<file path="src/rtl/rf_wr_arbiter.sv">
// Register-file write-port arbiter: grants one write per cycle in age order,
// coalesces same-rd writes, parks losers in a small queue and forwards queued data.

module rf_wr_arb_slot #(
    parameter int XLEN = 32
) (
    input  logic            vld_i,
    input  logic [4:0]      rd_i,
    input  logic [XLEN-1:0] data_i,
    input  logic [4:0]      rs1_i,
    input  logic [4:0]      rs2_i,
    input  logic [4:0]      wb_rd_i,
    input  logic [4:0]      alu_rd_i,
    output logic            wb_hit_o,
    output logic            alu_hit_o,
    output logic            rs1_hit_o,
    output logic            rs2_hit_o,
    output logic [XLEN-1:0] rs1_val_o,
    output logic [XLEN-1:0] rs2_val_o
);
    assign wb_hit_o  = vld_i && (rd_i == wb_rd_i);
    assign alu_hit_o = vld_i && (rd_i == alu_rd_i);
    assign rs1_hit_o = vld_i && (rd_i == rs1_i) && (rs1_i != 5'd0);
    assign rs2_hit_o = vld_i && (rd_i == rs2_i) && (rs2_i != 5'd0);
    assign rs1_val_o = rs1_hit_o ? data_i : '0;
    assign rs2_val_o = rs2_hit_o ? data_i : '0;
endmodule

module rf_wr_arbiter #(
    parameter int DEPTH = 2,
    parameter int XLEN  = 32
) (
    input  logic            clk,
    input  logic            rst,
    input  logic            alu_reg_w_en,
    input  logic [4:0]      alu_rd,
    input  logic [XLEN-1:0] alu_out,
    input  logic            wb_en,
    input  logic [4:0]      wb_reg,
    input  logic [XLEN-1:0] wb_val,
    input  logic [4:0]      rs1,
    input  logic [4:0]      rs2,
    output logic            rf_we,
    output logic [4:0]      rf_waddr,
    output logic [XLEN-1:0] rf_wdata,
    output logic            stall,
    output logic            fwd1_hit,
    output logic            fwd2_hit,
    output logic [XLEN-1:0] fwd1_val,
    output logic [XLEN-1:0] fwd2_val,
    output logic            ovf
);
    localparam int PW = (DEPTH > 1) ? $clog2(DEPTH) : 1;
    localparam int CW = $clog2(DEPTH + 1);
    localparam logic [CW-1:0] DEPTH_C = CW'(DEPTH);
    localparam logic [CW-1:0] NEAR_C  = CW'(DEPTH - 1);

    logic [DEPTH-1:0]           vld_q, vld_d;
    logic [DEPTH-1:0][4:0]      rd_q, rd_d;
    logic [DEPTH-1:0][XLEN-1:0] data_q, data_d;
    logic [PW-1:0]              head_q, head_d, tail_q, tail_d;
    logic [CW-1:0]              count_q, count_d;

    logic            we_d, ovf_d;
    logic [4:0]      waddr_d;
    logic [XLEN-1:0] wdata_d;

    logic [DEPTH-1:0]           s_wb_hit, s_alu_hit, s_rs1_hit, s_rs2_hit;
    logic [DEPTH-1:0][XLEN-1:0] s_rs1_val, s_rs2_val;

    logic alu_s, wb_s, alu_pend, wb_pend, alu_push, wb_push, pop, ovf_set;
    logic [CW-1:0] occ;
    logic [PW-1:0] tail;

    function automatic logic [PW-1:0] ptr_inc(input logic [PW-1:0] p);
        return (p == PW'(DEPTH - 1)) ? '0 : p + PW'(1);
    endfunction

    for (genvar g = 0; g < DEPTH; g++) begin : g_slot
        rf_wr_arb_slot #(.XLEN(XLEN)) u_slot (
            .vld_i    (vld_q[g]),
            .rd_i     (rd_q[g]),
            .data_i   (data_q[g]),
            .rs1_i    (rs1),
            .rs2_i    (rs2),
            .wb_rd_i  (wb_reg),
            .alu_rd_i (alu_rd),
            .wb_hit_o (s_wb_hit[g]),
            .alu_hit_o(s_alu_hit[g]),
            .rs1_hit_o(s_rs1_hit[g]),
            .rs2_hit_o(s_rs2_hit[g]),
            .rs1_val_o(s_rs1_val[g]),
            .rs2_val_o(s_rs2_val[g])
        );
    end

    // At most one entry per rd exists, so OR-reducing the masked slot data is exact.
    always_comb begin
        fwd1_hit = 1'b0;
        fwd2_hit = 1'b0;
        fwd1_val = '0;
        fwd2_val = '0;
        for (int i = 0; i < DEPTH; i++) begin
            fwd1_hit = fwd1_hit | s_rs1_hit[i];
            fwd2_hit = fwd2_hit | s_rs2_hit[i];
            fwd1_val = fwd1_val | s_rs1_val[i];
            fwd2_val = fwd2_val | s_rs2_val[i];
        end
    end

    // Same-rd collision: the younger ALU write supersedes WB.
    assign alu_s    = alu_reg_w_en && (alu_rd != 5'd0);
    assign wb_s     = wb_en && (wb_reg != 5'd0) && !(alu_s && (alu_rd == wb_reg));
    assign wb_pend  = wb_s && !(|s_wb_hit);
    assign alu_pend = alu_s && !(|s_alu_hit);

    always_comb begin
        vld_d    = vld_q;
        rd_d     = rd_q;
        data_d   = data_q;
        we_d     = 1'b0;
        waddr_d  = rf_waddr;
        wdata_d  = rf_wdata;
        wb_push  = 1'b0;
        alu_push = 1'b0;
        pop      = 1'b0;
        ovf_set  = 1'b0;

        for (int i = 0; i < DEPTH; i++) begin
            if (wb_s && s_wb_hit[i])   data_d[i] = wb_val;
            if (alu_s && s_alu_hit[i]) data_d[i] = alu_out;
        end

        if (count_q != '0) begin
            pop      = 1'b1;
            we_d     = 1'b1;
            waddr_d  = rd_q[head_q];
            wdata_d  = data_d[head_q];
            wb_push  = wb_pend;
            alu_push = alu_pend;
        end else if (wb_pend) begin
            we_d     = 1'b1;
            waddr_d  = wb_reg;
            wdata_d  = wb_val;
            alu_push = alu_pend;
        end else if (alu_pend) begin
            we_d    = 1'b1;
            waddr_d = alu_rd;
            wdata_d = alu_out;
        end

        if (pop) vld_d[head_q] = 1'b0;
        occ  = count_q - CW'(pop);
        tail = tail_q;
        // The freed head slot may be refilled in the same cycle when the queue was full.
        if (wb_push) begin
            if (occ < DEPTH_C) begin
                vld_d[tail]  = 1'b1;
                rd_d[tail]   = wb_reg;
                data_d[tail] = wb_val;
                tail         = ptr_inc(tail);
                occ          = occ + CW'(1);
            end else begin
                ovf_set = 1'b1;
            end
        end
        if (alu_push) begin
            if (occ < DEPTH_C) begin
                vld_d[tail]  = 1'b1;
                rd_d[tail]   = alu_rd;
                data_d[tail] = alu_out;
                tail         = ptr_inc(tail);
                occ          = occ + CW'(1);
            end else begin
                ovf_set = 1'b1;
            end
        end

        head_d  = pop ? ptr_inc(head_q) : head_q;
        tail_d  = tail;
        count_d = occ;
        ovf_d   = ovf | ovf_set;
    end

    always_ff @(posedge clk or negedge rst) begin
        if (!rst) begin
            vld_q    <= '0;
            rd_q     <= '0;
            data_q   <= '0;
            head_q   <= '0;
            tail_q   <= '0;
            count_q  <= '0;
            rf_we    <= 1'b0;
            rf_waddr <= '0;
            rf_wdata <= '0;
            stall    <= 1'b0;
            ovf      <= 1'b0;
        end else begin
            vld_q    <= vld_d;
            rd_q     <= rd_d;
            data_q   <= data_d;
            head_q   <= head_d;
            tail_q   <= tail_d;
            count_q  <= count_d;
            rf_we    <= we_d;
            rf_waddr <= waddr_d;
            rf_wdata <= wdata_d;
            stall    <= (count_d >= NEAR_C);
            ovf      <= ovf_d;
        end
    end
endmodule

</file>
<file path="config.mk">
export PLATFORM = sky130hd
export DESIGN_NAME = rf_wr_arbiter
export DESIGN_NICKNAME = d
export VERILOG_FILES = /design/src/rtl/rf_wr_arbiter.sv
export SDC_FILE = /design/constraint.sdc
export NUM_CORES = 1
export LEC_CHECK = 0
export ABC_AREA = 1
export CORE_MARGIN = 5
export CORE_UTILIZATION = 50
export DETAILED_ROUTE_END_ITERATION = 10
export PLACE_DENSITY = 0.77
export SYNTH_ARGS = -nofsm -noshare
export SYNTH_HDL_FRONTEND = slang
export SYNTH_SLANG_ARGS = --single-unit
</file>
<file path="constraint.sdc">
create_clock -name clk -period 2.85 [get_ports clk]
set_clock_uncertainty 0.05 [all_clocks]
set_input_delay 0.4275 -clock clk [delete_from_list [all_inputs] [get_ports clk]]
set_output_delay 0.4275 -clock clk [all_outputs]
set_load 0.005 [all_outputs]
</file>
==> impl_metrics.ini <==
[power_and_ir_drop]
pwr-share-comb = 0.627
p_seq_frac = 0.220
p_leak_nw = 7.90
switchingPower_mw = 7.20
p_sw_frac = 0.479
clockPowerShare = 0.152
p_int_mw = 7.85
powerDensity_nw_per_um2 = 1030
ir_drop_mv = 0.699

[clocking]
cts_max_path_buffers = 2
htreeDepth = 4
clk_pin_slew_ns = 0.06
insertion_delay_ns = 0.43
cts.sinks = 120
cts_tree = built
numCtsBuffers = 17
cts_root_buf = clkbuf_16

[placement]
place_hpwl_mm = 29.8
placed_cells = 2226
place_congestion = 0.973
io_buffers = 193

[routing]
wirelength_mm = 44.8
postRouteAntennaNets = 0
drt_iter0_drc = 2139
firstDrtPassIters = 7
remaining_drc_errors = 0
via_count = 13800
avgViaCountPerCell = 6.06
avgRoutedWirePerCell_um = 19.6

[global_route]
grt_max_degree = 51
track_usage = 0.356
antenna_found_initial = 0
grt_pass1_wl_mm = 69.7
grt_pass1_vias = 13600
overflow = 0

[die]
die_w_um = 157
std_cell_rows = 53
initial_core_util = 0.510
pin_count = 194
die_h_um = 157
design.core.area_sq_um = 21100
die-area_sq_um = 24500

[cells_and_area]
nets = 2080
nFillCells = 1826
area_delta_synth_final_pct = 35.9
utilization = 0.692
stdcell_count = 2278
multiInputGateArea_sq_um = 6260
antenna_cells = 0
regArea_sq_um = 3010
drive_gt1_frac = 0.172

[status]
violations = setup timing
status = finished with violations

[critical_path]
critical-path-max-stage-delay_ns = 0.39
critical_path.top_delay_family = buffers and inverters
cp.required_ns = 2.37
path_depth = 9
worstSetupPathType = reg -> out
rrSetupSlack_ns = 0.15
critPathSlowestCell = dfrtp_1
worstPathCellList = inv_1, buf_4, o22ai_1, nor4_1, nand2_2, buf_12, buf_4, o22ai_1, clkdlybuf4s15_1
cp_num_buf_inv = 5
rr_startpoint = rd_q[0]
rr_worst_depth = 18
r2r_end = data_q[29]
start_kind = register
crit_end = fwd2_val[0]
cp_max_fo = 13
cp.arrival_ns = 2.39
critPathLaunch = rd_q[6]
worstSetupEndpointType = primary output

[run]
cap_violations = 0

[synthesis]
synthDistinctLibCells = 40
ys_warn_count = 0
synth-async-reset-ratio = 1.00
syn_area_per_cell_sq_um = 6.16
syn-num-nets = 1834
ys_seq_elements = 120
syn_inst = 1744
synth-edff-count = 0
synth_ff_type = dfrtp_1
synth-seq-area-share = 0.279
netlist_area_sq_um = 10700

[timing]
tightest_slew_ns = 0.925
post-route-period-util = 1.01
relSlewSlack = 0.383
fmax_ghz = 0.348
fin_ws_ns = -0.0223
hold_viol = 0
fin_crit_ns = 2.87
tns_ns = -0.0223
slew_viol_final = 0
setup-violations-final = 1

[worst_hold_path]
holdCritPathClass = in -> async
==> cells in the final DEF, fill, tap and decap left out, types with 15 or more instances in the layout <==
cell and instances:
nand2_1 545, o22ai_1 63, clkbuf_16 18, buf_2 17, nand3_1 344, dlygate4sd2_1 28, nand3_2 34, or2_2 15
dfrtp_1 112, or2_0 17, buf_4 126, clkdlybuf4s50_1 117, nand4_1 99, nor2_1 31, inv_1 219, inv_2 23
buf_12 33
==> registers in the layout, indices dropped and copies added, names as in the netlist <==
| signal | flops |
|---|---|
| vld_q | 2 |
| rd_q | 10 |
| stall | 1 |
| rf_we | 1 |
| tail_q | 1 |
| rf_wdata | 32 |
| ovf | 1 |
| count_q | 2 |
| rf_waddr | 5 |
| data_q | 64 |
| head_q | 1 |
==> power groups by stage <==
stage          clock network, mW  registers [mW]  logic, mW
6_report                    2.29            3.32       9.44
5_1_grt                     2.36            3.41       10.4
4_1_cts                     2.28            3.28       9.14
3_5_place_dp                   0            3.30       9.01
3_3_place_gp                   0            3.28       8.83
2_1_floorplan                  0            3.07       5.71
==> through the flow <==
| step | setup WS, ns | total power, mW | hold slack [ns] | cell area [sq um] |
|---|---|---|---|---|
| 5_1_grt | -0.126 | 16.1 | 0.0611 | 14600 |
| 3_3_place_gp | -0.296 | 12.1 | 0.473 | 13800 |
| 4_1_cts | -0.0220 | 14.7 | 0.0258 | 14500 |
| 3_5_place_dp | -0.364 | 12.3 | 0.452 | 13800 |
| 2_1_floorplan | 0.510 | 8.78 | 0.0819 | 10700 |
| 6_report | -0.0223 | 15.1 | 0.0132 | 14600 |
==> cells in the mapped netlist, types with 2 or more instances <==
| cell type | number | area share |
|---|---|---|
| o21ai_0 | 11 | 0.0051 |
| nor2_1 | 34 | 0.012 |
| nand3_4 | 3 | 0.0049 |
| inv_2 | 20 | 0.0070 |
| buf_6 | 7 | 0.0073 |
| a22oi_1 | 5 | 0.0035 |
| a21oi_1 | 2 | 0.00093 |
| clkbuf_1 | 62 | 0.022 |
| nor3_1 | 8 | 0.0037 |
| xnor2_1 | 4 | 0.0033 |
| a31oi_1 | 5 | 0.0029 |
| nand2_2 | 6 | 0.0035 |
| a211oi_1 | 2 | 0.0014 |
| buf_12 | 2 | 0.0037 |
| o211ai_1 | 6 | 0.0042 |
| or2_2 | 15 | 0.0087 |
| buf_2 | 32 | 0.015 |
| buf_1 | 10 | 0.0035 |
| buf_4 | 18 | 0.013 |
| xor2_1 | 11 | 0.0090 |
| a2111oi_0 | 2 | 0.0016 |
| o21ai_1 | 11 | 0.0051 |
| nand2_1 | 549 | 0.19 |
| nand3_1 | 346 | 0.16 |
| ha_1 | 2 | 0.0023 |
| nand3_2 | 32 | 0.030 |
| or2_0 | 17 | 0.0099 |
| nand4_1 | 99 | 0.058 |
| nor4_1 | 3 | 0.0017 |
| o22ai_1 | 69 | 0.040 |
| inv_1 | 223 | 0.078 |
| dfrtp_1 | 120 | 0.28 |
==> worst min-delay path by stage <==
stage | slack (ns) | startpoint | depth (start not counted) | end
detailed placement | 0.45 | ovf | 2 | ovf
CTS | 0.03 | rst | 1 | rf_waddr[4]
floorplan | 0.08 | rst | 0 | count_q[0]
finish | 0.01 | rst | 1 | rf_waddr[4]
global placement | 0.47 | rst | 1 | rf_waddr[4]
global route | 0.06 | rst | 1 | rd_q[2]
==> final cells by class <==
type | instances | share of cell area
Clock buffer | 17 | 0.0291
Clock inverter | 15 | 0.0122
Inverter | 243 | 0.0625
Multi-Input combinational cell | 1248 | 0.429
Sequential cell | 120 | 0.206
Tap cell | 275 | 0.0236
Timing Repair Buffer | 360 | 0.237
==> logic make-up (layout without fill, tap and decap cells) <==
kind of cell	Yosys count	in the layout	share of synthesized area
AO/OA/AOI/OAI	114	114	0.0658
XOR/XNOR	15	15	0.0122
adder cells (fa/ha/maj)	2	2	0.00233
buffers and inverters	376	635	0.150
flip-flops	120	120	0.279
AND/OR/NAND/NOR	1117	1117	0.490
==> timing repair <==
item                       CTS  global route
hold buffers                 0             0
gates resized for setup    168            42
setup endpoints to repair   66            43
pin swaps                    6             7
setup buffers               15             5
cloned                       0             1
==> per-layer routing <==
layer,vias up,GRT usage,share of wire
li1,6205,-,-
met1,6246,0.464,0.37
met4,0,0.175,0.053
met2,1088,0.568,0.45
met3,262,0.0658,0.13
met5,-,0,0
No activity file was read; power rests on OpenSTA's default activity.
